## src/rtl/simplez_uart_tx_pkg.sv

```systemverilog
// Shared definitions for the SIMPLEZ UART transmitter: memory map,
// status word layout and the transmit state encoding.
package simplez_uart_tx_pkg;

  localparam int ADDRW_DEF    = 9;
  localparam int DATAW_DEF    = 12;
  localparam int BAUD_DIV_DEF = 104;
  localparam int BCNT_W       = 12;

  localparam logic [8:0] ADDR_TX_DEF = 9'o101;
  localparam logic [8:0] ADDR_ST_DEF = 9'o102;

  localparam int ST_READY_BIT   = 0;
  localparam int ST_BUSY_BIT    = 1;
  localparam int ST_OVERRUN_BIT = 2;

  typedef enum logic [1:0] {
    S_IDLE  = 2'd0,
    S_START = 2'd1,
    S_DATA  = 2'd2,
    S_STOP  = 2'd3
  } tx_state_e;

  function automatic logic [11:0] status_word(input logic ovr, input logic bsy, input logic rdy);
    logic [11:0] w;
    w                 = 12'd0;
    w[ST_OVERRUN_BIT] = ovr;
    w[ST_BUSY_BIT]    = bsy;
    w[ST_READY_BIT]   = rdy;
    return w;
  endfunction

endpackage

```

## src/rtl/simplez_uart_tx_baud_gen.sv

```systemverilog
// Baud generator: reloadable BAUD_DIV down-counter; tick marks the last
// cycle of the current bit period.
module simplez_uart_tx_baud_gen #(
  parameter int BAUD_DIV = 104,
  parameter int CNTW     = 12
) (
  input  logic i_clk,
  input  logic i_rstn,
  input  logic i_load,
  output logic o_tick
);

  localparam logic [CNTW-1:0] RELOAD = CNTW'(BAUD_DIV - 1);

  logic [CNTW-1:0] r_cnt;

  // Reload on every bit/state entry, otherwise count down and park at zero.
  always_ff @(negedge i_clk or negedge i_rstn) begin
    if (!i_rstn) begin
      r_cnt <= {CNTW{1'b0}};
    end else if (i_load) begin
      r_cnt <= RELOAD;
    end else if (r_cnt != {CNTW{1'b0}}) begin
      r_cnt <= r_cnt - CNTW'(1);
    end else begin
      r_cnt <= r_cnt;
    end
  end

  assign o_tick = (r_cnt == {CNTW{1'b0}});

endmodule

```

## src/rtl/simplez_uart_tx.sv

```systemverilog
// Memory-mapped 8N1 transmitter for the SIMPLEZ core: one-word holding
// buffer, falling-edge datapath, combinational status read.
module simplez_uart_tx
  import simplez_uart_tx_pkg::*;
#(
  parameter int               ADDRW    = ADDRW_DEF,
  parameter int               DATAW    = DATAW_DEF,
  parameter int               BAUD_DIV = BAUD_DIV_DEF,
  parameter logic [ADDRW-1:0] ADDR_TX  = ADDRW'(ADDR_TX_DEF),
  parameter logic [ADDRW-1:0] ADDR_ST  = ADDRW'(ADDR_ST_DEF)
) (
  input  logic             clk,
  input  logic             rstn,
  input  logic [ADDRW-1:0] addr,
  input  logic [DATAW-1:0] data_in,
  input  logic             wr,
  input  logic             rd,
  output logic [DATAW-1:0] data_out,
  output logic             tx,
  output logic             busy
);

  tx_state_e  r_state, w_state_nxt;
  logic [7:0] r_sh, w_sh_nxt;
  logic [2:0] r_bitn, w_bitn_nxt;
  logic       r_tx, w_tx_nxt;
  logic [7:0] r_hold;
  logic       r_hold_valid;
  logic       r_overrun;

  logic w_load, w_tick, w_drain;
  logic w_wr_tx, w_rd_st, w_ovr_evt, w_accept;
  logic w_unused_hi;

  assign w_unused_hi = ^data_in[DATAW-1:8];

  assign w_wr_tx   = wr && (addr == ADDR_TX);
  assign w_rd_st   = rd && (addr == ADDR_ST);
  assign w_accept  = w_wr_tx && (!r_hold_valid || w_drain);
  assign w_ovr_evt = w_wr_tx && r_hold_valid && !w_drain;

  simplez_uart_tx_baud_gen #(
    .BAUD_DIV (BAUD_DIV),
    .CNTW     (BCNT_W)
  ) u_baud (
    .i_clk  (clk),
    .i_rstn (rstn),
    .i_load (w_load),
    .o_tick (w_tick)
  );

  // Next-state, shifter and line value; draining the hold happens in IDLE or at the end of STOP.
  always_comb begin
    w_state_nxt = r_state;
    w_sh_nxt    = r_sh;
    w_bitn_nxt  = r_bitn;
    w_load      = 1'b0;
    w_drain     = 1'b0;
    case (r_state)
      S_IDLE: begin
        if (r_hold_valid) begin
          w_drain     = 1'b1;
          w_sh_nxt    = r_hold;
          w_state_nxt = S_START;
          w_load      = 1'b1;
        end else begin
          w_state_nxt = S_IDLE;
        end
      end
      S_START: begin
        if (w_tick) begin
          w_state_nxt = S_DATA;
          w_bitn_nxt  = 3'd0;
          w_load      = 1'b1;
        end else begin
          w_state_nxt = S_START;
        end
      end
      S_DATA: begin
        if (w_tick) begin
          w_load   = 1'b1;
          w_sh_nxt = {1'b0, r_sh[7:1]};
          if (r_bitn == 3'd7) begin
            w_state_nxt = S_STOP;
          end else begin
            w_bitn_nxt = r_bitn + 3'd1;
          end
        end else begin
          w_state_nxt = S_DATA;
        end
      end
      S_STOP: begin
        if (w_tick) begin
          if (r_hold_valid) begin
            w_drain     = 1'b1;
            w_sh_nxt    = r_hold;
            w_state_nxt = S_START;
            w_load      = 1'b1;
          end else begin
            w_state_nxt = S_IDLE;
          end
        end else begin
          w_state_nxt = S_STOP;
        end
      end
      default: begin
        w_state_nxt = S_IDLE;
      end
    endcase

    case (w_state_nxt)
      S_START: w_tx_nxt = 1'b0;
      S_DATA:  w_tx_nxt = w_sh_nxt[0];
      default: w_tx_nxt = 1'b1;
    endcase
  end

  // Transmit state and the registered serial line.
  always_ff @(negedge clk or negedge rstn) begin
    if (!rstn) begin
      r_state <= S_IDLE;
      r_sh    <= 8'd0;
      r_bitn  <= 3'd0;
      r_tx    <= 1'b1;
    end else begin
      r_state <= w_state_nxt;
      r_sh    <= w_sh_nxt;
      r_bitn  <= w_bitn_nxt;
      r_tx    <= w_tx_nxt;
    end
  end

  // Holding buffer and sticky overrun; a drop at the same edge as a status read keeps overrun set.
  always_ff @(negedge clk or negedge rstn) begin
    if (!rstn) begin
      r_hold       <= 8'd0;
      r_hold_valid <= 1'b0;
      r_overrun    <= 1'b0;
    end else begin
      if (w_accept) begin
        r_hold       <= data_in[7:0];
        r_hold_valid <= 1'b1;
      end else if (w_drain) begin
        r_hold_valid <= 1'b0;
      end else begin
        r_hold_valid <= r_hold_valid;
      end
      if (w_ovr_evt) begin
        r_overrun <= 1'b1;
      end else if (w_rd_st) begin
        r_overrun <= 1'b0;
      end else begin
        r_overrun <= r_overrun;
      end
    end
  end

  assign tx   = r_tx;
  assign busy = (r_state != S_IDLE);

  // Status word is visible only at the status address so it can be ORed onto busD.
  always_comb begin
    if (addr == ADDR_ST) begin
      data_out = DATAW'(status_word(r_overrun, busy, ~r_hold_valid));
    end else begin
      data_out = {DATAW{1'b0}};
    end
  end

endmodule
```

## config.mk

```make
export PLATFORM = sky130hd
export DESIGN_NAME = simplez_uart_tx
export DESIGN_NICKNAME = d
export VERILOG_FILES = /design/src/rtl/simplez_uart_tx_pkg.sv /design/src/rtl/simplez_uart_tx_baud_gen.sv /design/src/rtl/simplez_uart_tx.sv
export SDC_FILE = /design/constraint.sdc
export NUM_CORES = 1
export LEC_CHECK = 0
export ABC_AREA = 1
export BUFFER_PORTS_ARGS = -buffer_cell sky130_fd_sc_hd__clkbuf_2
export CORE_MARGIN = 4
export CORE_UTILIZATION = 36
export DETAILED_ROUTE_END_ITERATION = 8
export GPL_ROUTABILITY_DRIVEN = 0
export PLACE_DENSITY_LB_ADDON = 0.12
export SETUP_SLACK_MARGIN = 0.1
export SLEW_MARGIN = 20
export SYNTH_ARGS = -nofsm -noshare
export SYNTH_HDL_FRONTEND = slang
export SYNTH_SLANG_ARGS = --single-unit
```

## constraint.sdc

```tcl
create_clock -name clk -period 2.3 [get_ports clk]
set_input_delay 0.115 -clock clk [delete_from_list [all_inputs] [get_ports clk]]
set_output_delay 0.115 -clock clk [all_outputs]
set_load 0.005 [all_outputs]
```

==> metrics.csv <==
metric;value;unit
vias_per_cell;4.485;
synth-seq-cells;36;
setup.worst_path.start_class;flop;
setup.worst_path.class;flop to primary output;
die_x_extent;85.63;µm
total_wire_length;4591;µm
tns;-0.1661;ns
finalHoldViolations;0;
path_max_fanout;2;
number_of_buffers_created_by_cts;5;
final_critical_path_setup_slack;-0.08956;ns
h-tree-depth;2;
worst_clock_skew;0.05513;ns
synth.yosys.warnings;0;
pwr_density_cell;451.1;nW/µm²
netlist-cell-type-count;32;
core_area;5886;µm²
die_area;7333;µm²
synth_top_area_cell;sky130_fd_sc_hd__dfrtn_1;
diodes;0;
critical_path.endpoint_type;primary output;
synthXorXnorAreaFrac;1.211;%
timing.critical_path.cells;inv_2 > ha_4 > nor2_1 > buf_2;
synthMuxAreaShare;0;%
largest_net_degree_at_the_start_of_global_routing;23;
crit_slowest_cell;sky130_fd_sc_hd__dfrtn_1;
cts.sink_count;36;
worst_hold_path_type;flop to flop;
synth-simple-area-share;28.84;%
grt_first_pass_wirelength;8010;µm
cp_top_family;flip-flops;
synth.top_cells.by_area;sky130_fd_sc_hd__dfrtn_1 (40%), sky130_fd_sc_hd__nand2_1 (14%), sky130_fd_sc_hd__inv_1 (7.1%);
drive_gt1_share;18.92;%
final_antenna_net_count;0;
share_of_the_synthesized_area_in_compound_gates_ao_oa_aoi_oai;11.82;%
routed-via-count;1830;
failed_checks;negative setup slack;
detailedPlacementHpwl;3541;µm
finalSetupViolCount;2;
crit_path_max_incr_delay;0.43;ns
p_leak;0.001336;µW
ir_worst_vdd;0.3118;mV
clkLatencyLatePin;0.35;ns
detail_route.wl_per_cell;11.25;µm
globalRouteTotalUtil;13.39;%
first_global_vias;1736;
sequential_fraction_of_the_synthesis_area;41.58;%
std_cell_rows;28;
clk_tree_root_cell;sky130_fd_sc_hd__clkbuf_8;
cap_violations;0;
crit_buf_inv;2;
timing.critical_path.arrival;2.27;ns
post_cts_hold_buffer_count;0;
postSynthCellCount;293;
worst_hold_margin;0.4295;ns
initial_utilization;36.86;%
cts.path.max_buffers;2;
tritoncts;yes;
dieHeight;85.63;µm
port_buffers;25;
fin_nets;365;
syn_avg_cell_area;7.405;µm²
main_combinational_cell_family_by_area_after_synthesis;simple AND/OR/NAND/NOR gates;
areaGrowthSynthToFinish;17.30;%
worst_ep_required_time;2.18;ns
first_pass_iters;4;
synth_top_area_share;40.37;%
rsz0062_at_grt;yes;
num_io_pins;39;
fill_cells;622;
gr-total-overflow;0;
synth-adder-area-share;4.614;%
outcome;finished, violations left;
synth.cell_area;2170;µm²
route.detailed.drc;0;
first_iter_violations;59;
clkTransAtPathRegs;0.05;ns
fin_max_slew_vios;0;
antenna_found_initial;0;
-- report_power, final --
group | switching [µW] | total [µW] | internal (µW) | leakage [µW]
combinational | 30.1 | 52.0 | 22.0 | 0.000824
sequential | 2.67 | 644 | 641 | 0.000468
clock | 240 | 452 | 212 | 0.0000442
-- final cells by class --
cell class | count | area (µm²) | share of cell area (%)
clock buffers | 6 | 72.57 | 2.852
inverters | 41 | 155.1 | 6.096
flip-flops and latches | 36 | 902.1 | 35.45
clock inverters | 3 | 15.01 | 0.5900
multi-input cells | 208 | 1057 | 41.54
repair buffers | 39 | 249.0 | 9.784
well taps | 75 | 93.84 | 3.687
-- cells by family after synthesis --
group,Yosys count
flip-flops,36
other,1
buffers and inverters,57
AO/OA/AOI/OAI,46
XOR/XNOR,3
AND/OR/NAND/NOR,142
adder cells (fa/ha/maj),8
-- stage by stage --
stage	worst slack [ns]	utilization [%]	std cells	power, µW	cell area, µm²
finish	-0.08956	43.24	408	1148	2545
global route	-0.1320	43.24	408	1188	2545
CTS	-0.08826	42.88	406	1160	2524
detailed placement	-0.08647	40.99	396	714.6	2412
global placement	-0.07102	40.99	396	713.9	2412
floorplan	0.1101	-	301	687.6	2203
-- final timing paths --
kind / start / endpoint / slack [ns] / cells past startpoint
min reg2reg: r_hold[6]$_DFFE_NN0P_ / r_hold[6]$_DFFE_NN0P_ / 0.43 / 2
min: r_hold[6]$_DFFE_NN0P_ / r_hold[6]$_DFFE_NN0P_ / 0.43 / 2
max reg2reg: u_baud.r_cnt[0]$_DFFE_NN0P_ / u_baud.r_cnt[7]$_DFFE_NN0P_ / 0.38 / 9
max: r_state[0]$_DFF_NN0_ / data_out[1] / -0.09 / 4
max in group asynchronous: rstn / tx$_DFF_NN1_ / 1.04 / 2
min in group asynchronous: rstn / u_baud.r_cnt[5]$_DFFE_NN0P_ / 0.71 / 1
-- synthesized netlist by cell type (all sizes together) --
cell / count
nand3b: 2
inv: 41
nand4: 4
a21oi: 11
o21a: 1
xnor2: 2
ha: 8
o31ai: 1
nor2: 23
nand2: 87
nor3: 5
buf: 12
dfrtn: 35
nand3: 17
o21ai: 29
and2: 1
or2: 2
xor2: 1
conb: 1
clkinv: 1
a22oi: 1
nor4: 1
dfstp: 1
o211ai: 3
clkbuf: 3
-- what timing repair did --
item | 4_1_cts | 5_1_grt
pin swaps | 2 | 0
cloned | 0 | 0
resized for setup | 5 | 2
setup buffers | 2 | 2
hold endpoints to repair | 0 | 0
setup endpoints to repair | 4 | 4
-- cells in the final DEF (no fill, tap or decap), types with 2 or more instances in the layout --
master / Yosys / routed
sky130_fd_sc_hd__a21oi_1: 10 / 10
sky130_fd_sc_hd__buf_4: 10 / 13
sky130_fd_sc_hd__clkbuf_2: 0 / 23
sky130_fd_sc_hd__clkbuf_8: 0 / 5
sky130_fd_sc_hd__conb_1: 1 / 9
sky130_fd_sc_hd__dfrtn_1: 35 / 35
sky130_fd_sc_hd__ha_1: 8 / 7
sky130_fd_sc_hd__inv_1: 41 / 38
sky130_fd_sc_hd__inv_2: 0 / 3
sky130_fd_sc_hd__nand2_1: 82 / 82
sky130_fd_sc_hd__nand2_2: 3 / 3
sky130_fd_sc_hd__nand2_4: 2 / 2
sky130_fd_sc_hd__nand3_1: 16 / 16
sky130_fd_sc_hd__nand3b_1: 2 / 2
sky130_fd_sc_hd__nand4_1: 4 / 4
sky130_fd_sc_hd__nor2_1: 21 / 20
sky130_fd_sc_hd__nor2_2: 1 / 2
sky130_fd_sc_hd__nor3_1: 5 / 5
sky130_fd_sc_hd__o211ai_1: 3 / 3
sky130_fd_sc_hd__o21ai_0: 29 / 29
sky130_fd_sc_hd__or2_2: 2 / 2
sky130_fd_sc_hd__xnor2_1: 2 / 2
-- flip-flops by register name, summed over array words and instances (netlist names) --
name          flops
r_hold            8
r_bitn            3
r_overrun         1
r_state           2
r_sh              8
u_baud.r_cnt     12
r_hold_valid      1
tx                1
-- worst reg2reg max path: cells and delay by family, from the launching register on --
| kind | cells | cell delay [ns] |
|---|---|---|
| adders and majority gates | 1 | 0.19 |
| and+or+nand+nor | 4 | 0.68 |
| DFF | 1 | 0.36 |
| AOI/OAI and AO/OA | 3 | 0.44 |
| buffers and inverters | 1 | 0.10 |
-- routing by layer --
layer	vias to the layer above	part of all wire [%]	track usage [%]
met5	-	0	0
met4	0	0.65	3.453
met3	4	4.4	2.978
met2	42	45	21.33
met1	799	50	18.46
li1	985	-	-
Power figures use the tool's default switching activity.
